**src/rtl/ps2_kbd_ascii.sv**
```systemverilog
// rtl/ps2_kbd_ascii.sv - PS/2 keyboard receiver with set-2 scancode to ASCII translation
module ps2_kbd_ascii #(
  parameter int FILTER_LEN     = 8,
  parameter int TIMEOUT_CYCLES = 100000
) (
  input  logic       clk,
  input  logic       rst,
  input  logic       ps2_clk,
  input  logic       ps2_data,
  output logic [7:0] kbd_data,
  output logic       kbd_int,
  input  logic       kbd_int_ack,
  output logic       kbd_overflow,
  output logic       frame_err
);

  localparam int FW = $clog2(FILTER_LEN + 1);
  localparam int TW = $clog2(TIMEOUT_CYCLES + 1);

  typedef enum logic [1:0] {IDLE, DATA, PARITY, STOP} rx_state_e;

  logic [1:0]    clk_sync_q, clk_sync_d;
  logic [1:0]    dat_sync_q, dat_sync_d;
  logic          filt_q, filt_d;
  logic [FW-1:0] filt_cnt_q, filt_cnt_d;
  logic          strobe;
  logic          din;

  rx_state_e     state_q, state_d;
  logic [2:0]    bit_cnt_q, bit_cnt_d;
  logic [7:0]    sr_q, sr_d;
  logic          par_q, par_d;
  logic [TW-1:0] to_cnt_q, to_cnt_d;
  logic          byte_valid;
  logic          frame_err_q, frame_err_d;

  logic          brk_q, brk_d;
  logic          ext_q, ext_d;
  logic          shift_q, shift_d;
  logic          char_ready_q, char_ready_d;
  logic [7:0]    char_q, char_d;
  logic [8:0]    lookup;
  logic          is_shift_code;

  logic          kbd_int_q, kbd_int_d;
  logic [7:0]    kbd_data_q, kbd_data_d;
  logic          kbd_overflow_q, kbd_overflow_d;

  // Returns {hit, ascii}; letters are stored lowercase and shifted by -0x20 for upper case.
  function automatic logic [8:0] map_code(input logic [7:0] code, input logic upper);
    logic [7:0] letter;
    logic [8:0] res;
    letter = 8'h00;
    res    = 9'h000;
    case (code)
      8'h1C: letter = 8'h61;  8'h32: letter = 8'h62;  8'h21: letter = 8'h63;
      8'h23: letter = 8'h64;  8'h24: letter = 8'h65;  8'h2B: letter = 8'h66;
      8'h34: letter = 8'h67;  8'h33: letter = 8'h68;  8'h43: letter = 8'h69;
      8'h3B: letter = 8'h6A;  8'h42: letter = 8'h6B;  8'h4B: letter = 8'h6C;
      8'h3A: letter = 8'h6D;  8'h31: letter = 8'h6E;  8'h44: letter = 8'h6F;
      8'h4D: letter = 8'h70;  8'h15: letter = 8'h71;  8'h2D: letter = 8'h72;
      8'h1B: letter = 8'h73;  8'h2C: letter = 8'h74;  8'h3C: letter = 8'h75;
      8'h2A: letter = 8'h76;  8'h1D: letter = 8'h77;  8'h22: letter = 8'h78;
      8'h35: letter = 8'h79;  8'h1A: letter = 8'h7A;
      8'h45: res = {1'b1, 8'h30};  8'h16: res = {1'b1, 8'h31};
      8'h1E: res = {1'b1, 8'h32};  8'h26: res = {1'b1, 8'h33};
      8'h25: res = {1'b1, 8'h34};  8'h2E: res = {1'b1, 8'h35};
      8'h36: res = {1'b1, 8'h36};  8'h3D: res = {1'b1, 8'h37};
      8'h3E: res = {1'b1, 8'h38};  8'h46: res = {1'b1, 8'h39};
      8'h29: res = {1'b1, 8'h20};  8'h5A: res = {1'b1, 8'h0D};
      8'h66: res = {1'b1, 8'h08};  8'h76: res = {1'b1, 8'h1B};
      default: ;
    endcase
    if (letter != 8'h00) res = {1'b1, upper ? (letter - 8'h20) : letter};
    return res;
  endfunction

  assign din = dat_sync_q[1];

  always_comb begin
    clk_sync_d = {clk_sync_q[0], ps2_clk};
    dat_sync_d = {dat_sync_q[0], ps2_data};
    filt_d     = filt_q;
    filt_cnt_d = '0;
    strobe     = 1'b0;
    if (clk_sync_q[1] != filt_q) begin
      if (filt_cnt_q == FW'(FILTER_LEN - 1)) begin
        filt_d = clk_sync_q[1];
        strobe = filt_q;
      end else begin
        filt_cnt_d = filt_cnt_q + 1'b1;
      end
    end
  end

  always_comb begin
    state_d     = state_q;
    bit_cnt_d   = bit_cnt_q;
    sr_d        = sr_q;
    par_d       = par_q;
    byte_valid  = 1'b0;
    frame_err_d = 1'b0;
    to_cnt_d    = (state_q == IDLE || strobe) ? '0 : to_cnt_q + 1'b1;
    case (state_q)
      IDLE: if (strobe && !din) begin
        state_d   = DATA;
        bit_cnt_d = 3'd0;
      end
      DATA: if (strobe) begin
        sr_d      = {din, sr_q[7:1]};
        bit_cnt_d = bit_cnt_q + 3'd1;
        if (bit_cnt_q == 3'd7) state_d = PARITY;
      end
      PARITY: if (strobe) begin
        par_d   = din;
        state_d = STOP;
      end
      STOP: if (strobe) begin
        if (din && (^{sr_q, par_q})) byte_valid = 1'b1;
        else                         frame_err_d = 1'b1;
        state_d   = IDLE;
        bit_cnt_d = 3'd0;
      end
      default: state_d = IDLE;
    endcase
    // A stalled partial frame is abandoned silently so the next start bit realigns.
    if (state_q != IDLE && !strobe && to_cnt_q == TW'(TIMEOUT_CYCLES - 1)) begin
      state_d   = IDLE;
      bit_cnt_d = 3'd0;
    end
  end

  assign is_shift_code = (sr_q == 8'h12) || (sr_q == 8'h59);

  always_comb begin
    brk_d        = brk_q;
    ext_d        = ext_q;
    shift_d      = shift_q;
    char_ready_d = 1'b0;
    char_d       = char_q;
    lookup       = map_code(sr_q, shift_q);
    if (byte_valid) begin
      if (sr_q == 8'hF0) begin
        brk_d = 1'b1;
      end else if (sr_q == 8'hE0) begin
        ext_d = 1'b1;
      end else if (brk_q) begin
        if (is_shift_code && !ext_q) shift_d = 1'b0;
        brk_d = 1'b0;
        ext_d = 1'b0;
      end else if (ext_q) begin
        ext_d = 1'b0;
      end else if (is_shift_code) begin
        shift_d = 1'b1;
      end else if (lookup[8]) begin
        char_ready_d = 1'b1;
        char_d       = lookup[7:0];
      end
    end
  end

  always_comb begin
    kbd_int_d      = kbd_int_q;
    kbd_data_d     = kbd_data_q;
    kbd_overflow_d = kbd_overflow_q;
    if (char_ready_q) begin
      if (!kbd_int_q || kbd_int_ack) begin
        kbd_data_d = char_q;
        kbd_int_d  = 1'b1;
        if (kbd_int_q) kbd_overflow_d = 1'b0;
      end else begin
        kbd_overflow_d = 1'b1;
      end
    end else if (kbd_int_q && kbd_int_ack) begin
      kbd_int_d      = 1'b0;
      kbd_overflow_d = 1'b0;
    end
  end

  always_ff @(posedge clk or posedge rst) begin
    if (rst) begin
      clk_sync_q     <= 2'b11;
      dat_sync_q     <= 2'b11;
      filt_q         <= 1'b1;
      filt_cnt_q     <= '0;
      state_q        <= IDLE;
      bit_cnt_q      <= 3'd0;
      sr_q           <= 8'h00;
      par_q          <= 1'b0;
      to_cnt_q       <= '0;
      frame_err_q    <= 1'b0;
      brk_q          <= 1'b0;
      ext_q          <= 1'b0;
      shift_q        <= 1'b0;
      char_ready_q   <= 1'b0;
      char_q         <= 8'h00;
      kbd_int_q      <= 1'b0;
      kbd_data_q     <= 8'h00;
      kbd_overflow_q <= 1'b0;
    end else begin
      clk_sync_q     <= clk_sync_d;
      dat_sync_q     <= dat_sync_d;
      filt_q         <= filt_d;
      filt_cnt_q     <= filt_cnt_d;
      state_q        <= state_d;
      bit_cnt_q      <= bit_cnt_d;
      sr_q           <= sr_d;
      par_q          <= par_d;
      to_cnt_q       <= to_cnt_d;
      frame_err_q    <= frame_err_d;
      brk_q          <= brk_d;
      ext_q          <= ext_d;
      shift_q        <= shift_d;
      char_ready_q   <= char_ready_d;
      char_q         <= char_d;
      kbd_int_q      <= kbd_int_d;
      kbd_data_q     <= kbd_data_d;
      kbd_overflow_q <= kbd_overflow_d;
    end
  end

  assign kbd_data     = kbd_data_q;
  assign kbd_int      = kbd_int_q;
  assign kbd_overflow = kbd_overflow_q;
  assign frame_err    = frame_err_q;

endmodule
```
**config.mk**
```make
export PLATFORM = sky130hd
export DESIGN_NAME = ps2_kbd_ascii
export DESIGN_NICKNAME = d
export VERILOG_FILES = /design/src/rtl/ps2_kbd_ascii.sv
export SDC_FILE = /design/constraint.sdc
export NUM_CORES = 1
export LEC_CHECK = 0
export ABC_AREA = 1
export CORE_ASPECT_RATIO = 1.25
export CORE_MARGIN = 3
export CORE_UTILIZATION = 50
export DETAILED_ROUTE_END_ITERATION = 8
export GPL_TIMING_DRIVEN = 0
export PLACE_DENSITY = 0.7
export SETUP_SLACK_MARGIN = 0.5
export SYNTH_ARGS = -nofsm -noshare
export SYNTH_HDL_FRONTEND = slang
export SYNTH_SLANG_ARGS = --single-unit
export TNS_END_PERCENT = 20
```
**constraint.sdc**
```tcl
create_clock -name clk -period 2.5 [get_ports clk]
set_clock_uncertainty 0.15 [all_clocks]
set_input_delay 0.375 -clock clk [delete_from_list [all_inputs] [get_ports clk]]
set_output_delay 0.375 -clock clk [all_outputs]
set_load 0.1 [all_outputs]
```
# == Word level (Yosys, flattened, before mapping) ==
# Cells that the tools add are included.
# classes
n_addsub,4
n_eq_ne,61
n_mux,47
bitwise_logic,5
n_reduce_logical,32
# ops
op,n
$eq 8x6->1 const B,23
$pmux 7 s26,1
$pmux 9 s14,1
$eq 8x7->1 const B,11
$eq 8x5->1 const B,8
$mux 1,28
$add 17x1->17 const B,1
$eq 17x17->1 const B,1
$mux 17,1
$eq 8x8->1 const B,2
$reduce_and 2->1,8
$ne 3x3->1 const B,5
$mux 2,6
$mux 3,4
$mux 9,1
$pmux 3 s3,1
$reduce_xor 9->1,1
$mux 4,2
$mux 8,1
$pmux 2 s4,1
$reduce_bool 8->1,1
$sub 8x6->8 const B,1
$reduce_and 7->1,1
$logic_and 1x1->1,6
other kinds (19),33
# word_totals
regBits,63
inputBits,5

# == Longest topological paths before layout ==
# Gate-level depths: netlist (run 1).
# depth
ltp_word,12
ltp_mapped,16
ltp_nobuf,15

# == Worst setup path after synthesis (run 1) ==
# OpenSTA, ideal clock, no wires.
# synth_timing
path_kind,register to register
from,reg sr_q[3]
to,reg char_q[5]
setup_ns,0.117
arrival_time_ns,1.799
required_time_ns,2.233
setup_slack_ns,0.435
path_stages_with_launch,17
n_path_buf,1
path_cell_list,dfrtp_1 -> buf_6 -> inv_1 -> nand2_2 -> nor2_1 -> nand2_1 -> nand2_1 -> nor2_1 -> nand2_1 -> nor2_4 -> nand2_1 -> inv_1 -> ha_1 -> nand2_1 -> nand3_1 -> nand2_1 -> nand2_1
# synth_between
elab_chain_len,6
word_cells_on_any_way,60
# synth_rtl
element,line_no,rtl
from (decl),31,"logic [7:0] sr_q, sr_d;"
from (signal assigned),207,sr_q <= sr_d;
"parallel branches: the longest is 6 deep, another holds $sub 8x6->8",-,
to (signal assigned),215,char_q <= char_d;
to (decl),41,"logic [7:0] char_q, char_d;"
# Parallel ways; which one is timed is not known.
# A chain may end at the register's enable or synchronous reset.

# == Final worst setup path (run 1) ==
# layout_timing
from,reg sr_q[7]
to,reg char_q[7]
# The elaborated chain is that of the path after synthesis.

==> impl_metrics.json, run 1 <==
{
  "status": "finished, final reports clean",
  "synth.distinct_cells": 34,
  "power_per_cell_area_nw_per_um2": 487,
  "grt_max_degree": 64,
  "wire_per_inst_um": 14.6,
  "arrival_ns": 2.36,
  "die-height_um": 103,
  "ant_nets": 0,
  "place_inst": 616,
  "fin_crit_sh": 0.916,
  "placementRows": 34,
  "synthAdderAreaFrac": 0.0363,
  "crit_family": "simple AND/OR/NAND/NOR gates",
  "synth_top_family_by_area": "simple AND/OR/NAND/NOR gates",
  "stdcell_area_sq_um": 5200,
  "postRouteWirelength_um": 9980,
  "drt_iter0_markers": 156,
  "dr_wl_met2_um": 5290,
  "p_leak_nw": 2.63,
  "syn_area_per_cell_sq_um": 7.42,
  "synth_xor_xnor_area_share": 0.0162,
  "finalCriticalPeriod_ns": 2.29,
  "nNetsFinal": 603,
  "tightest_slew_ns": 0.959,
  "via_per_inst": 5.40,
  "cp-end-kind": "register",
  "gp_congestion": 0.927,
  "syn-num-nets": 527,
  "hold_violations": 0,
  "drv_cap": 0,
  "path_clk_slew_ns": 0.08,
  "critPathMaxFanout": 5,
  "n_antenna_cell": 0,
  "cp-start-kind": "register",
  "async_reset_ff_frac": 1.00,
  "setup_viol_count_final": 0,
  "yosys.area.top_type_share": 0.383,
  "ys_warn_count": 0,
  "fin_cells": 682,
  "clock_sinks": 63,
  "syn_area_sq_um": 3790,
  "wl_met3_um": 368,
  "hpwl_um": 5740,
  "syn_inst": 511,
  "antenna_found_initial": 0,
  "coreArea_sq_um": 7150,
  "path_buf_inv": 4,
  "grt_usage": 0.216,
  "cts.htree.levels": 3,
  "yosys.area_share.simple": 0.369,
  "synth.most_common_cell": "nand2_1",
  "muxShareOfSynthArea": 0.0238,
  "hp-class": "register to register",
  "portBuffers": 15,
  "crit_path_cell_trace": "buf_4 > nor2_1 > nand2_2 > or2_4 > nand3_4 > nor2_4 > nand2_2 > inv_2 > buf_4 > ha_2 > inv_1 > nor2_1 > nand2_1 > nand2_1",
  "placed_cell_area_sq_um": 4060,
  "setup_tns_ns": 0,
  "clock_path_buffers": 2,
  "max_freq_mhz": 437,
  "clkLatencyLatePin_ns": 0.34,
  "cts_root_buffer": "clkbuf_8",
  "wl_met1_um": 3840,
  "drc": 0,
  "dieArea_sq_um": 8670,
  "synthTopCellsByArea": "dfrtp_1 (38%), nand2_1 (15%), nor2_1 (6.9%), inv_1 (5.0%), nand3_1 (3.8%)",
  "slew_viol_final": 0,
  "critical_path_required_ns": 2.57,
  "synth_top_area_cell": "dfrtp_1",
  "cts_tree": "done",
  "seq_area_frac_synth": 0.418,
  "grt_pass1_vias": 3548,
  "rsz0062_at_grt": "yes",
  "synth_compound_gate_area_share": 0.0650,
  "relSlewSlack": 0.363,
  "crit_slowest_cell": "dfrtp_2",
  "start_util": 0.530,
  "cts_buffers": 9,
  "drive_gt1_frac": 0.360,
  "hold-worst-slack_ns": 0.197,
  "cts_hold_buf": 0,
  "vias": 3686,
  "ios": 16,
  "die_w_um": 83.9,
  "synth-edff-count": 0,
  "grt_overflow_total": 0,
  "path_class": "register to register",
  "grt_pass1_wl_um": 15200,
  "synthTopCellsByCount": "nand2_1 (153), nor2_1 (70), dfrtp_1 (58)",
  "area_delta_synth_final_pct": 37.2,
  "top_layer": "met4",
  "crit_path_max_incr_delay_ns": 0.44,
  "synth_ff_type": "dfrtp_1",
  "synth_seq_cells": 63,
  "drt_first_pass_iters": 4,
  "ir_drop_mv": 0.359
}
## through the flow
step | power (mW) | worst slack (ns) | util
global route | 2.69 | 0.101 | 0.727
CTS | 2.53 | 0.395 | 0.659
floorplan | 1.52 | 0.435 | -
global placement | 1.60 | 0.129 | 0.568
detailed placement | 1.62 | 0.106 | 0.568
finish | 2.53 | 0.210 | 0.727
## timing repair
| action | 4_1_cts | 5_1_grt |
|---|---|---|
| pin swaps | 29 | 44 |
| endpoints found under the setup margin | 28 | 38 |
| resized for setup | 93 | 76 |
| buffers inserted | 31 | 17 |
| gates cloned | 1 | 0 |
## kinds of logic (layout without fill, tap and decap cells)
| group | after synthesis | after routing |
|---|---|---|
| multiplexers | 8 | 8 |
| buffers and inverters | 66 | 147 |
| AND/OR/NAND/NOR | 309 | 309 |
| flip-flops | 63 | 63 |
| XOR/XNOR | 7 | 7 |
| AO/OA/AOI/OAI | 47 | 47 |
| adder cells (fa/ha/maj) | 11 | 11 |
## report_power, final
part	switching, mW	internal [mW]	total [mW]
Combinational	0.301	0.189	0.490
Sequential	0.0541	1.10	1.16
Clock	0.422	0.461	0.884
Total	0.778	1.75	2.53
## registers in the layout, indices dropped and copies added, names as in the netlist, 2 cells and up
signal,count
bit_cnt_q,3
char_q,8
clk_sync_q,2
dat_sync_q,2
filt_cnt_q,4
kbd_data,8
sr_q,8
state_q,2
to_cnt_q,17
## cell type report
class | count | area (sq um)
multi-input cells | 382 | 2410
fillers | 515 | 1950
flip-flops and latches | 63 | 1590
repair buffers | 65 | 581
inverters | 60 | 254
clock buffers | 9 | 124
well taps | 90 | 113
clock inverters | 7 | 73.8
plain buffers | 6 | 53.8
## placed cells by master, fill, tap and decap left out, types with 8 or more instances in the layout
cell	netlist	layout
inv_1	50	45
dlygate4sd2_1	0	8
clkbuf_8	0	9
a21oi_1	15	15
mux2_2	8	8
ha_1	11	8
nand2_4	1	19
nand4_1	13	13
buf_4	1	43
nand2_2	8	38
nor2_1	70	56
dfrtp_1	58	53
nor2_4	6	26
nand3_1	29	25
o21ai_0	25	24
nand2_1	153	102
## path summary, 6_finish.rpt
kind / start / to / cells past startpoint / slack, ns
setup / recovery: sr_q[7] / char_q[7] / 14 / 0.21
hold / removal: clk_sync_q[0] / clk_sync_q[1] / 0 / 0.20
setup reg to reg: sr_q[7] / char_q[7] / 14 / 0.21
hold reg to reg: clk_sync_q[0] / clk_sync_q[1] / 0 / 0.20
max in group asynchronous: rst / dat_sync_q[0] / 3 / 1.17
min in group asynchronous: rst / to_cnt_q[6] / 2 / 0.36
## per-layer routing
layer  track usage  vias to the layer above
met2         0.395                      113
met3        0.0420                       53
li1              -                     1793
met4         0.113                        0
met5             0                        -
met1         0.241                     1727
(Power assumes the default switching activity.)
==> inputs of run 2 (changes only) <==
CORE_MARGIN = 10   (was 3)
PLACE_DENSITY = 0.65   (was 0.7)
==> run 2 against run 1 <==
  * Clock power is 2% higher
  * Non-clock buffer count is 4 lower
  * Largest cell class unchanged
  * Fmax is 7.9% higher
  * Sequential power hardly changed
  * Critical path depth is 3 higher
  * Critical endpoint unchanged
  * Sequential cell count stayed put
  * Highest routed layer unchanged
  * Global-route usage is 6.2 points lower
  * Hold slack better by 0.0078 ns
  * Core utilization is 3.8 points lower
  * First-iteration DRC count is 6.4% higher
  * Total power is 3.0% higher
  * Via count is 2.4% lower
==> impl_metrics.json, run 2 (synthesized netlist as in run 1, its figures left out) <==
{
  "status": "finished, final reports clean",
  "layout_commonest_cell": "nand2_1",
  "multi_input_area_sq_um": 2360,
  "ir_drop_mv": 0.346,
  "p_int_mw": 1.83,
  "path_buf_inv": 5,
  "path_clk_slew_ns": 0.07,
  "crit_cells": 17,
  "wire_per_inst_um": 13.5,
  "hold_path_depth": 0,
  "drt_first_pass_iters": 6,
  "placed_cell_area_sq_um": 4060,
  "grt_pass1_vias": 3520,
  "placementRows": 35,
  "p_clk_frac": 0.345,
  "r2r_start": "sr_q[6]",
  "postRouteWirelength_um": 9180,
  "via_per_inst": 5.29,
  "coreArea_sq_um": 7400,
  "cts_hold_buf": 0,
  "clkLatencyLatePin_ns": 0.34,
  "setup_viol_count_final": 0,
  "whs_endpoint": "dat_sync_q[1]",
  "critPathMaxFanout": 7,
  "nNetsFinal": 599,
  "switching_share": 0.298,
  "ios": 16,
  "cp-start-kind": "register",
  "sequentialPowerShare": 0.445,
  "place_inst": 618,
  "p_comb_frac": 0.210,
  "crit_path_max_incr_delay_ns": 0.45,
  "grt_pass1_wl_um": 15300,
  "area_delta_synth_final_pct": 34.5,
  "largest_reg_flops": 17,
  "cts_root_buffer": "clkbuf_8",
  "cts_tree": "done",
  "crit_slowest_cell": "dfrtp_2",
  "nFillCells": 613,
  "rsz0062_at_grt": "yes",
  "relSlewSlack": 0.356,
  "cts_buffers": 9,
  "reg2reg_depth": 17,
  "power_per_cell_area_nw_per_um2": 511,
  "crit_path_cell_trace": "inv_2 > nand2_8 > nor2_4 > buf_12 > nand2_2 > nand2_2 > nand2_2 > nand2_2 > nor2_4 > nand2_2 > inv_2 > buf_6 > ha_1 > inv_1 > nor2_1 > nand2_1 > nand2_1",
  "drt_iter0_markers": 166,
  "fin_cells": 680,
  "n_antenna_cell": 0,
  "r2r_end": "char_q[7]",
  "top_register": "to_cnt_q",
  "crit_family": "simple AND/OR/NAND/NOR gates",
  "hp-class": "register to register",
  "p_leak_nw": 2.61,
  "cts.htree.levels": 3,
  "start_util": 0.512,
  "max_freq_mhz": 471,
  "hold_violations": 0,
  "clock_path_buffers": 2,
  "setup_tns_ns": 0,
  "critical_path_required_ns": 2.57,
  "tightest_slew_ns": 0.970,
  "grt_max_degree": 64,
  "path_class": "register to register",
  "antenna_found_initial": 0,
  "p_sw_mw": 0.778,
  "seq_area_sq_um": 1590,
  "finalCriticalPeriod_ns": 2.12,
  "ant_nets": 0,
  "cp-end-kind": "register",
  "vias": 3598,
  "die-height_um": 117,
  "stdcell_area_sq_um": 5100,
  "dieArea_sq_um": 11500,
  "gp_congestion": 0.877,
  "slew_viol_final": 0,
  "final_cell_mix": "nand2_1 (108), nor2_1 (55), dfrtp_1 (52)",
  "hpwl_um": 6030,
  "clock_sinks": 63,
  "reg2reg_slack_ns": 0.38,
  "drive_gt1_frac": 0.338,
  "path_common_cell": "nand2_2",
  "die_w_um": 97.9,
  "drc": 0,
  "arrival_ns": 2.20,
  "min-delay-start": "dat_sync_q[0]",
  "portBuffers": 15,
  "grt_overflow_total": 0,
  "drv_cap": 0,
  "grt_usage": 0.154,
  "fin_crit_sh": 0.849
}
## run 2: changes by cell type in the layout (fill, tap and decap cells not counted), sizes merged
| cell | before | now |
|---|---|---|
| buf | 54 | 50 |
| clkinv | 6 | 3 |
| inv | 58 | 57 |
| clkbuf | 11 | 15 |
## run 2: per-layer routing
metal | global-route usage | wire, um | part of all wire
met5 | 0 | 0 | 0
met4 | 0.0856 | 277 | 0.030
met3 | 0.0258 | 270 | 0.029
met2 | 0.272 | 4940 | 0.54
met1 | 0.168 | 3690 | 0.40
## run 2: worst register-to-register path: cells and delay by family (launching register included)
kind | cells | cell delay [ns]
AND/OR/NAND/NOR | 11 | 0.75
buffers and inverters | 5 | 0.50
adder cells (fa/ha/maj) | 1 | 0.16
flip-flops | 1 | 0.45
## run 2: cell type report
class / count / area share
well taps: 92 / 0.0226
plain buffers: 6 / 0.0106
clock inverters: 3 / 0.00834
multi-input cells: 382 / 0.464
inverters: 60 / 0.0483
clock buffers: 13 / 0.0312
repair buffers: 61 / 0.104
flip-flops and latches: 63 / 0.312
## run 2: metrics by stage
stage	worst slack [ns]	utilization	hold slack, ns	power (mW)
CTS	0.387	0.619	0.204	2.57
finish	0.377	0.689	0.205	2.61
detailed placement	0.133	0.548	0.197	1.63
floorplan	0.435	-	0.195	1.52
global placement	0.140	0.548	0.197	1.60
global route	0.240	0.689	0.215	2.78
## run 2: how the worst max path moves through the flow
stage | start | slack, ns | to
after global placement | sr_q[7] | 0.14 | char_q[5]
after floorplan | sr_q[3] | 0.43 | char_q[5]
after global routing | sr_q[4] | 0.24 | char_q[7]
after detailed placement | sr_q[7] | 0.13 | char_q[5]
after CTS | sr_q[6] | 0.39 | char_q[5]
final | sr_q[6] | 0.38 | char_q[7]
## run 2: power by group through the flow
stage / clock network [mW] / registers, mW / logic (mW)
finish: 0.901 / 1.16 / 0.547
global route: 0.969 / 1.17 / 0.643
CTS: 0.929 / 1.16 / 0.480
detailed placement: 0 / 1.18 / 0.448
global placement: 0 / 1.17 / 0.430
floorplan: 0 / 1.16 / 0.352
## run 2: repair_timing
item                                    4_1_cts  5_1_grt
endpoints found under the setup margin       31       45
setup buffers                                18       27
resized for setup                            72       85
pin swaps                                    27       54
==> inputs of run 3 (changes only) <==
PLACE_DENSITY = 0.67   (was 0.65)
clock period = 1.9 ns   (was 2.5 ns; I/O delays follow)
==> run 3 against run 2 <==
  * Register-to-register slack got worse by 0.64 ns
  * Sequential share of layout area shrank 2.1 points
  * Worst setup slack worse by 0.64 ns
  * Clock-buffer cell count down 4
  * Fmax shrank 1.8%
  * Critical endpoint is now char_q[3]
  * The run now ends with negative hold slack, negative setup slack left
  * Final area up 7.1%
==> impl_metrics.json, run 3 (synthesized netlist as in run 1, its figures left out) <==
{
  "status": "finished, violations left",
  "violations": "negative hold slack, negative setup slack",
  "drive_gt1_frac": 0.418,
  "area_delta_synth_final_pct": 44.1,
  "grt_max_degree": 64,
  "die-height_um": 117,
  "place_inst": 618,
  "gp_congestion": 0.929,
  "setup_viol_count_final": 12,
  "clock_sinks": 63,
  "cts_tree": "done",
  "p_sw_mw": 1.21,
  "cp-end-kind": "register",
  "coreArea_sq_um": 7400,
  "wire_per_inst_um": 14.7,
  "grt_pass1_wl_um": 16500,
  "tightest_slew_ns": 0.634,
  "max_freq_mhz": 463,
  "rsz0062_at_grt": "yes",
  "crit_slowest_cell": "dfrtp_1",
  "drv_cap": 0,
  "fin_util": 0.738,
  "start_util": 0.512,
  "switching_share": 0.322,
  "hold-worst-slack_ns": -0.0500,
  "die_w_um": 97.9,
  "grt_overflow_total": 0,
  "cts_root_buffer": "clkbuf_8",
  "p_leak_nw": 2.76,
  "ant_nets": 0,
  "finalCriticalPeriod_ns": 2.16,
  "setup_tns_ns": -2.07,
  "placementRows": 35,
  "largest_reg_flops": 17,
  "fin_ws_ns": -0.262,
  "crit_path_max_incr_delay_ns": 0.39,
  "grt_usage": 0.167,
  "portBuffers": 15,
  "layout_commonest_cell": "nand2_1",
  "clock_path_buffers": 2,
  "clkLatencyLatePin_ns": 0.35,
  "vias": 3666,
  "antenna_found_initial": 0,
  "cts_buffers": 9,
  "fin_crit_sh": 1.14,
  "power_per_cell_area_nw_per_um2": 684,
  "dieArea_sq_um": 11500,
  "cp-start-kind": "register",
  "finalPower_mw": 3.74,
  "path_class": "register to register",
  "relSlewSlack": 0.576,
  "hp-class": "input port to async pin",
  "crit_path_cell_trace": "buf_6 > nand2_4 > nor2_4 > buf_12 > nand2_4 > nand2_4 > nor2_4 > buf_4 > buf_4 > buf_4 > nand2_1 > a211oi_1 > nand3_1 > nand2_1 > nand2_1",
  "n_antenna_cell": 0,
  "critical_path_required_ns": 2.00,
  "drc": 0,
  "drt_iter0_markers": 151,
  "p_clk_frac": 0.356,
  "drt_first_pass_iters": 4,
  "ios": 16,
  "p_comb_frac": 0.234,
  "hpwl_um": 5970,
  "final_cell_mix": "nand2_1 (95), nor2_1 (54), dfrtp_1 (53)",
  "p_int_mw": 2.53,
  "path_buf_inv": 5,
  "cts_hold_buf": 0,
  "sequentialPowerShare": 0.409,
  "ir_drop_mv": 0.662,
  "slew_viol_final": 0,
  "postRouteWirelength_um": 10100,
  "grt_pass1_vias": 3700,
  "cts.htree.levels": 3,
  "fin_cells": 687,
  "arrival_ns": 2.26,
  "crit_family": "simple AND/OR/NAND/NOR gates",
  "nNetsFinal": 606,
  "via_per_inst": 5.34,
  "path_clk_slew_ns": 0.08,
  "hold_violations": 22,
  "critPathMaxFanout": 8,
  "nFillCells": 525,
  "top_register": "to_cnt_q"
}
[run 3: final timing paths]
path | from | endpoint | slack (ns) | depth (start not counted)
worst max register to register | sr_q[5] | char_q[3] | -0.26 | 15
max in group asynchronous | rst | state_q[1] | 1.08 | 3
worst max-delay path | sr_q[5] | char_q[3] | -0.26 | 15
worst min register to register | clk_sync_q[0] | clk_sync_q[1] | 0.21 | 0
worst min-delay path | rst | to_cnt_q[14] | -0.05 | 2
min in group clk | ps2_clk | clk_sync_q[0] | 0.19 | 1
[run 3: layer usage]
metal	wire length [um]	track usage
met3	245	0.0299
met5	0	0
met2	5680	0.298
met4	243	0.0792
met1	3950	0.183
[run 3: through the flow]
step           area (sq um)  setup WS [ns]
2_1_floorplan          3840        -0.0755
3_3_place_gp           4110         -0.425
3_5_place_dp           4110         -0.466
4_1_cts                5040         -0.162
5_1_grt                5460         -0.366
6_report               5460         -0.262
[run 3: cell type report]
class / instances / area (sq um) / share of cell area
Tap cell: 92 / 115 / 0.0211
Clock inverter: 7 / 96.3 / 0.0176
Timing Repair Buffer: 68 / 698 / 0.128
Clock buffer: 9 / 124 / 0.0227
Sequential cell: 63 / 1590 / 0.291
Buffer: 6 / 71.3 / 0.0131
Multi-Input combinational cell: 382 / 2510 / 0.459
Inverter: 60 / 259 / 0.0474
[run 3: power by group through the flow]
stage               Clock [mW]  Sequential (mW)  Combinational [mW]
floorplan                    0             1.53               0.463
CTS                       1.34             1.53               0.812
global route              1.42             1.55               0.997
finish                    1.33             1.53               0.876
detailed placement           0             1.55               0.585
global placement             0             1.54               0.567
[run 3: timing repair]
action                                  in CTS  in global routing
pin swaps                                   48                 43
resized for setup                          211                 74
endpoints found under the setup margin     121                 63
buffers inserted                            34                 18
endpoints found under the hold margin        0                  8
